===== config.mk =====
export PLATFORM = sky130hd
export DESIGN_NAME = svm_chain_feeder_flat
export DESIGN_NICKNAME = d
export VERILOG_FILES = /design/src/rtl/svm_chain_feeder_if.sv /design/src/rtl/svm_chain_feeder.sv /design/src/flat_wrapper.sv
export SDC_FILE = /design/constraint.sdc
export NUM_CORES = 1
export LEC_CHECK = 0
export BUFFER_PORTS_ARGS = -buffer_cell sky130_fd_sc_hd__buf_2
export CAP_MARGIN = 10
export CELL_PAD_IN_SITES_DETAIL_PLACEMENT = 1
export CELL_PAD_IN_SITES_GLOBAL_PLACEMENT = 1
export CORE_MARGIN = 5
export CORE_UTILIZATION = 40
export CTS_CLUSTER_SIZE = 12
export DETAILED_ROUTE_END_ITERATION = 8
export GPL_ROUTABILITY_DRIVEN = 0
export PLACE_DENSITY = 0.7
export SLEW_MARGIN = 30
export SYNTH_ARGS = -nofsm -noshare
export SYNTH_HDL_FRONTEND = slang
export SYNTH_SLANG_ARGS = --single-unit

===== constraint.sdc =====
create_clock -name clk -period 11.5 [get_ports clk]
set_clock_uncertainty 0.2 [all_clocks]
set_input_delay 1.15 -clock clk [delete_from_list [all_inputs] [get_ports clk]]
set_output_delay 1.15 -clock clk [all_outputs]
set_load 0.005 [all_outputs]

===== src/rtl/svm_chain_feeder_if.sv =====
// Vector handshake, SV-memory/config write port and per-stage chain outputs
// of the SVM chain feeder, bundled so the feeder and its driver share one bus.
interface svm_chain_feeder_if #(
  parameter int DATA_SIZE  = 32,
  parameter int NUM_FEAT   = 2,
  parameter int NUM_SV_MAX = 16
);
  localparam int SV_AW   = $clog2(NUM_SV_MAX);
  localparam int FEAT_AW = (NUM_FEAT > 1) ? $clog2(NUM_FEAT) : 1;

  logic                                      vec_valid;
  logic                                      vec_ready;
  logic signed [NUM_FEAT-1:0][DATA_SIZE-1:0] vec_in;
  logic                                      sv_we;
  logic        [SV_AW-1:0]                   sv_widx;
  logic        [FEAT_AW-1:0]                 sv_wfeat;
  logic signed [DATA_SIZE-1:0]               sv_wdata;
  logic                                      cfg_we;
  logic        [SV_AW:0]                     cfg_num_sv;
  logic signed [NUM_FEAT-1:0][DATA_SIZE-1:0] curr_vector_out;
  logic        [NUM_FEAT-1:0]                start_inner;
  logic        [NUM_FEAT-1:0]                last_inner;
  logic signed [NUM_FEAT-1:0][DATA_SIZE-1:0] sv_out;
  logic                                      busy;
  logic                                      done;

  modport master (
    output vec_valid, vec_in, sv_we, sv_widx, sv_wfeat, sv_wdata, cfg_we, cfg_num_sv,
    input  vec_ready, curr_vector_out, start_inner, last_inner, sv_out, busy, done
  );

  modport slave (
    input  vec_valid, vec_in, sv_we, sv_widx, sv_wfeat, sv_wdata, cfg_we, cfg_num_sv,
    output vec_ready, curr_vector_out, start_inner, last_inner, sv_out, busy, done
  );
endinterface


===== src/rtl/svm_chain_feeder.sv =====
// Feeds one latched input vector and a skewed stream of support-vector
// elements to a NUM_FEAT-stage accumulate chain; stage k lags stage 0 by k cycles.
module svm_chain_feeder #(
  parameter int DATA_SIZE  = 32,
  parameter int NUM_FEAT   = 2,
  parameter int NUM_SV_MAX = 16
) (
  input logic               clk,
  input logic               rst,
  svm_chain_feeder_if.slave fd
);
  localparam int SV_AW = $clog2(NUM_SV_MAX);
  localparam int PW    = (NUM_FEAT > 1) ? NUM_FEAT - 1 : 1;
  localparam logic [SV_AW:0] NSV_MIN = (SV_AW+1)'(2);
  localparam logic [SV_AW:0] NSV_MAX = (SV_AW+1)'(NUM_SV_MAX);

  typedef logic [NUM_FEAT-1:0][DATA_SIZE-1:0] row_t;
  typedef enum logic [1:0] {IDLE = 2'd0, STREAM = 2'd1, DRAIN = 2'd2} state_e;

  state_e                         state_q, state_d;
  logic [SV_AW-1:0]               j_q, j_d;
  logic [SV_AW:0]                 num_sv_q, last_idx;
  row_t                           vec_q;
  row_t                           mem_q [NUM_SV_MAX];
  logic [PW-1:0]                  actp_q;
  logic [PW-1:0][SV_AW-1:0]       jp_q;
  logic [NUM_FEAT-1:0]            act_s, start_s, last_s;
  logic [NUM_FEAT-1:0][SV_AW-1:0] j_s;
  row_t                           sv_s;
  logic                           idle, accept, last_j;

  assign idle     = (state_q == IDLE);
  assign accept   = idle && fd.vec_valid && !rst;
  assign last_idx = num_sv_q - 1'b1;
  assign last_j   = ({1'b0, j_q} == last_idx);

  always_comb begin
    state_d = state_q;
    j_d     = j_q;
    unique case (state_q)
      IDLE:   if (accept) begin
                state_d = STREAM;
                j_d     = '0;
              end
      STREAM: begin
                j_d = j_q + 1'b1;
                if (last_j) begin
                  j_d     = '0;
                  state_d = (NUM_FEAT > 1) ? DRAIN : IDLE;
                end
              end
      // The drain ends exactly when the last stage sees its last element.
      DRAIN:  if (last_s[NUM_FEAT-1]) state_d = IDLE;
      default: state_d = IDLE;
    endcase
  end

  always_ff @(posedge clk) begin
    if (rst) begin
      state_q <= IDLE;
      j_q     <= '0;
    end else begin
      state_q <= state_d;
      j_q     <= j_d;
    end
  end

  always_ff @(posedge clk) begin
    if (rst) begin
      num_sv_q <= NSV_MIN;
      vec_q    <= '0;
    end else begin
      if (accept) vec_q <= fd.vec_in;
      if (idle && fd.cfg_we && fd.cfg_num_sv >= NSV_MIN && fd.cfg_num_sv <= NSV_MAX)
        num_sv_q <= fd.cfg_num_sv;
    end
  end

  // No reset on the SV store: contents survive an aborted classification.
  always_ff @(posedge clk) begin
    if (!rst && idle && fd.sv_we && int'(fd.sv_widx) < NUM_SV_MAX && int'(fd.sv_wfeat) < NUM_FEAT)
      mem_q[fd.sv_widx][fd.sv_wfeat] <= fd.sv_wdata;
  end

  // Skew the slot index rather than the data; memory is frozen while busy.
  always_ff @(posedge clk) begin
    if (rst) begin
      actp_q <= '0;
      jp_q   <= '0;
    end else begin
      actp_q[0] <= (state_q == STREAM);
      jp_q[0]   <= j_q;
      for (int i = 1; i < PW; i++) begin
        actp_q[i] <= actp_q[i-1];
        jp_q[i]   <= jp_q[i-1];
      end
    end
  end

  always_comb begin
    act_s    = '0;
    j_s      = '0;
    act_s[0] = (state_q == STREAM);
    j_s[0]   = j_q;
    for (int k = 1; k < NUM_FEAT; k++) begin
      act_s[k] = actp_q[k-1];
      j_s[k]   = jp_q[k-1];
    end
  end

  always_comb begin
    start_s = '0;
    last_s  = '0;
    sv_s    = '0;
    if (!rst) begin
      for (int k = 0; k < NUM_FEAT; k++) begin
        if (act_s[k]) begin
          start_s[k] = (j_s[k] == '0);
          last_s[k]  = ({1'b0, j_s[k]} == last_idx);
          sv_s[k]    = mem_q[j_s[k]][k];
        end
      end
    end
  end

  assign fd.vec_ready       = idle && !rst;
  assign fd.busy            = !idle;
  assign fd.done            = last_s[NUM_FEAT-1];
  assign fd.start_inner     = start_s;
  assign fd.last_inner      = last_s;
  assign fd.sv_out          = sv_s;
  assign fd.curr_vector_out = vec_q;
endmodule

===== src/flat_wrapper.sv =====
// flat-port wrapper written by rule: the top's interface ports become plain ports
module svm_chain_feeder_flat 
#(
  parameter int DATA_SIZE  = 32,
  parameter int NUM_FEAT   = 2,
  parameter int NUM_SV_MAX = 16
)
  (clk, rst, fd_vec_valid, fd_vec_in, fd_sv_we, fd_sv_widx, fd_sv_wfeat, fd_sv_wdata, fd_cfg_we, fd_cfg_num_sv, fd_vec_ready, fd_curr_vector_out, fd_start_inner, fd_last_inner, fd_sv_out, fd_busy, fd_done);
  svm_chain_feeder_if #(.DATA_SIZE(DATA_SIZE), .NUM_FEAT(NUM_FEAT), .NUM_SV_MAX(NUM_SV_MAX)) fd_i ();
  input logic clk;
  input logic rst;
  input wire logic [$bits(fd_i.vec_valid)-1:0] fd_vec_valid;
  input wire logic [$bits(fd_i.vec_in)-1:0] fd_vec_in;
  input wire logic [$bits(fd_i.sv_we)-1:0] fd_sv_we;
  input wire logic [$bits(fd_i.sv_widx)-1:0] fd_sv_widx;
  input wire logic [$bits(fd_i.sv_wfeat)-1:0] fd_sv_wfeat;
  input wire logic [$bits(fd_i.sv_wdata)-1:0] fd_sv_wdata;
  input wire logic [$bits(fd_i.cfg_we)-1:0] fd_cfg_we;
  input wire logic [$bits(fd_i.cfg_num_sv)-1:0] fd_cfg_num_sv;
  output wire logic [$bits(fd_i.vec_ready)-1:0] fd_vec_ready;
  output wire logic [$bits(fd_i.curr_vector_out)-1:0] fd_curr_vector_out;
  output wire logic [$bits(fd_i.start_inner)-1:0] fd_start_inner;
  output wire logic [$bits(fd_i.last_inner)-1:0] fd_last_inner;
  output wire logic [$bits(fd_i.sv_out)-1:0] fd_sv_out;
  output wire logic [$bits(fd_i.busy)-1:0] fd_busy;
  output wire logic [$bits(fd_i.done)-1:0] fd_done;
  assign fd_i.vec_valid = fd_vec_valid;
  assign fd_i.vec_in = fd_vec_in;
  assign fd_i.sv_we = fd_sv_we;
  assign fd_i.sv_widx = fd_sv_widx;
  assign fd_i.sv_wfeat = fd_sv_wfeat;
  assign fd_i.sv_wdata = fd_sv_wdata;
  assign fd_i.cfg_we = fd_cfg_we;
  assign fd_i.cfg_num_sv = fd_cfg_num_sv;
  assign fd_vec_ready = fd_i.vec_ready;
  assign fd_curr_vector_out = fd_i.curr_vector_out;
  assign fd_start_inner = fd_i.start_inner;
  assign fd_last_inner = fd_i.last_inner;
  assign fd_sv_out = fd_i.sv_out;
  assign fd_busy = fd_i.busy;
  assign fd_done = fd_i.done;
  svm_chain_feeder #(.DATA_SIZE(DATA_SIZE), .NUM_FEAT(NUM_FEAT), .NUM_SV_MAX(NUM_SV_MAX)) u_core (.clk(clk), .rst(rst), .fd(fd_i));
endmodule

==> qor.txt <==
status = completed
Synth Warn # = 0
Post-synth EDFFs = 1024
final setup vio count = 0
total track usage = 18.5%
CTS hold repair buffers = 0
power per standard cell area = 170 mW/mm^2
async set-reset flop share out of synthesis = 0%
grt total ovfl = 0
Final min period = 5.22 ns
antenna violations before repair = 7
Leak Pwr = 15.2 nW
Synth-to-Final Area Change = 14.7%
Crit Path Category = register to output port
Req. time, crit path = 10.15 ns
antenna-violating nets left = 0
post_cts resized = 0
Final Cycle Share = 45.3%
min-delay src = u_core.fd.curr_vector_out[14]$_SDFFE_PP0P_
io pins = 246
GR Util met1 = 24.4%
Synth Area in Compound Gates = 1.51%
Final Slew Violations = 0
worst-margin pin slew = 0.902 ns
CTS tree = done
Sink Count = 1108
Synth Net Count = 2065
relative slew slack = 39.1%
DR vias/cell = 5.61
fin nets = 2357
DIE WIDTH = 335 microns
first-pass GRT wire length = 153 mm
DRT Pass-1 Iters = 5
unrepaired setup endpoints after global routing = no
count of cell types in the netlist = 44
worst-path maximum fanout = 44
top_reg_cell synth = edfxtp_1
Total Die Area = 0.113 sq mm
synthesized-area fraction occupied by and/or/nand/nor cells = 3.57%
Mapped Avg Cell Area = 21.7 sq um
PortBufs = 245
fmax = 192 MHz
Die H = 335 microns
GR Layer Usage met3 = 3.25%
main combinational cell family by area after synthesis = multiplexers
Core Rows = 119
final setup TNS = 0 ns
clk root buf = clkbuf_16
Arrival @ worst endpoint = 3.87 ns
Num CTS Buffers = 108
cell repeated most along the worst path = mux4_2
Final Hold Violating Endpoints = 0
post-synthesis sequential area ratio = 76.5%
Hold Path Class = register to register
clock tree buffer depth = 3
hold path depth = 2
Routed wire per std cell = 28.3 microns
layout cells sized above 1 = 33.6%
Reg-to-Reg Start = u_core.state_q[1]$_SDFFE_PP0P_
floorplan core area = 0.105 sq mm
Clock Latency Late Sink = 0.67 ns
vias in the first global route = 22.1k
Yosys reg bits = 1108
final WL = 105 mm
Critical Path End Type = output port
cell area after synthesis = 0.0424 sq mm
Worst-path clk slew = 0.06 ns
CP cell instances = buf_16 -> buf_4 -> mux4_2 -> mux4_2 -> nor2b_1 -> buf_2
CP Launch Type = register
DP HPWL = 56.3 mm
Hold WS = 0.259 ns
synthesized instance count = 1951
XOR/XNOR Fraction of Synth Area = 0.331%
Post-Synth Adder-Cell Area = 0.0886%
routed vias = 20.7k
R2R depth = 5
slowest CP cell = buf_4
met2 Use GR = 32.3%
number of max-cap violations = 0
First DRT Iteration DRCs = 2142
DRC = 0
crit-path max cell delay = 0.77 ns
peak supply drop = 0.121 mV
Post-CTS Setup Bufs = 0
CP startpoint = u_core.jp_q[0]$_SDFF_PP0_
mux cell area share after synthesis = 16.6%
maximum number of pins on one net before global-route repair = 102
number of H-tree levels = 3
Starting Density = 40.2%
Most Used Layer, Global Route = met2
[synth_stat cells, drive strengths merged, types with 3 or more instances]
| cell | count | area [sq um] |
|---|---|---|
| mux2i | 14 | 140 |
| clkbuf | 65 | 244 |
| nor3 | 11 | 55.1 |
| nand3b | 5 | 37.5 |
| dfxtp | 84 | 1680 |
| o21ai | 66 | 330 |
| inv | 6 | 22.5 |
| nand3 | 7 | 35.0 |
| xnor2 | 7 | 61.3 |
| nor2 | 36 | 135 |
| nor2b | 37 | 231 |
| nand2 | 72 | 270 |
| nand2b | 72 | 450 |
| and2 | 34 | 213 |
| edfxtp | 1024 | 30700 |
| buf | 45 | 285 |
| ha | 3 | 37.5 |
| a211oi | 26 | 195 |
| mux4 | 307 | 6910 |
[kinds of logic after synthesis]
kind of cell / Yosys count
mux: 321
xor+xnor: 11
buf+inv: 116
fa+ha+maj: 3
simple gates: 285
flops: 1108
compound gates: 107
[stage by stage]
| stage | cells | utilization, % | setup slack, ns | power [mW] | area, sq um |
|---|---|---|---|---|---|
| final | 3696 | 46.1 | 6.28 | 8.25 | 48600 |
| after floorplan | 1951 | - | 6.61 | 4.92 | 42400 |
| after CTS | 3690 | 46.1 | 6.08 | 8.34 | 48500 |
| after global routing | 3691 | 46.1 | 6.05 | 8.57 | 48600 |
| after global placement | 3522 | 43.1 | 6.75 | 5.11 | 45400 |
| after detailed placement | 3523 | 43.2 | 6.81 | 5.14 | 45400 |
[per-layer routing]
layer | part of all wire [%] | wire (microns)
met3 | 6.9 | 7250
met1 | 40 | 42100
met4 | 1.6 | 1700
met2 | 51 | 53600
met5 | 0.039 | 41
[placed cells by master, fill, tap and decap left out, types with 8 or more instances in the layout]
cell	n
edfxtp_1	1024
mux4_2	307
buf_2	245
clkbuf_16	111
dfxtp_1	76
nand2_1	72
nand2b_1	71
o21ai_1	66
buf_4	43
nor2b_1	37
and2_1	33
clkbuf_1	27
a211oi_1	25
nor2_4	24
mux2i_1	14
nor2_1	12
clkinv_1	11
nor3_2	8
clkinv_2	8
[layout make-up]
class	count	area (sq um)
Fill cell	9669	56700
Clock buffer	144	2940
Inverter	6	22.5
Timing Repair Buffer	292	1630
Sequential cell	1108	32500
Clock inverter	23	160
Multi-Input combinational cell	727	9620
Tap cell	1391	1740
Antenna cell	5	12.5
[worst paths after layout]
kind                                                                   end  slack (ns)
worst min-delay path            u_core.fd.curr_vector_out[14]$_SDFFE_PP0P_        0.26
worst max-delay path                                         fd_sv_out[46]        6.28
worst max register to register                u_core.mem_q[2][6]$_DFFE_PP_        8.22
worst min register to register  u_core.fd.curr_vector_out[14]$_SDFFE_PP0P_        0.26
[critical path, delay by kind of cell (launching register included)]
kind	cells	cell delay, ns
flops	1	0.61
buf+inv	3	1.23
simple gates	1	0.16
mux	2	1.14
[power by group]
part	switching (mW)	internal, mW
Clock	1.42	1.79
Sequential	0.0396	4.44
Combinational	0.289	0.269
Total	1.74	6.50
[registers in the layout, indices dropped and copies added, names as in the netlist, named ones only]
name,cells
u_core.state_q,2
u_core.actp_q,1
u_core.num_sv_q,5
u_core.jp_q,4
u_core.fd.curr_vector_out,64
u_core.mem_q,1024
u_core.j_q,4
No activity file was read; power rests on OpenSTA's default activity.
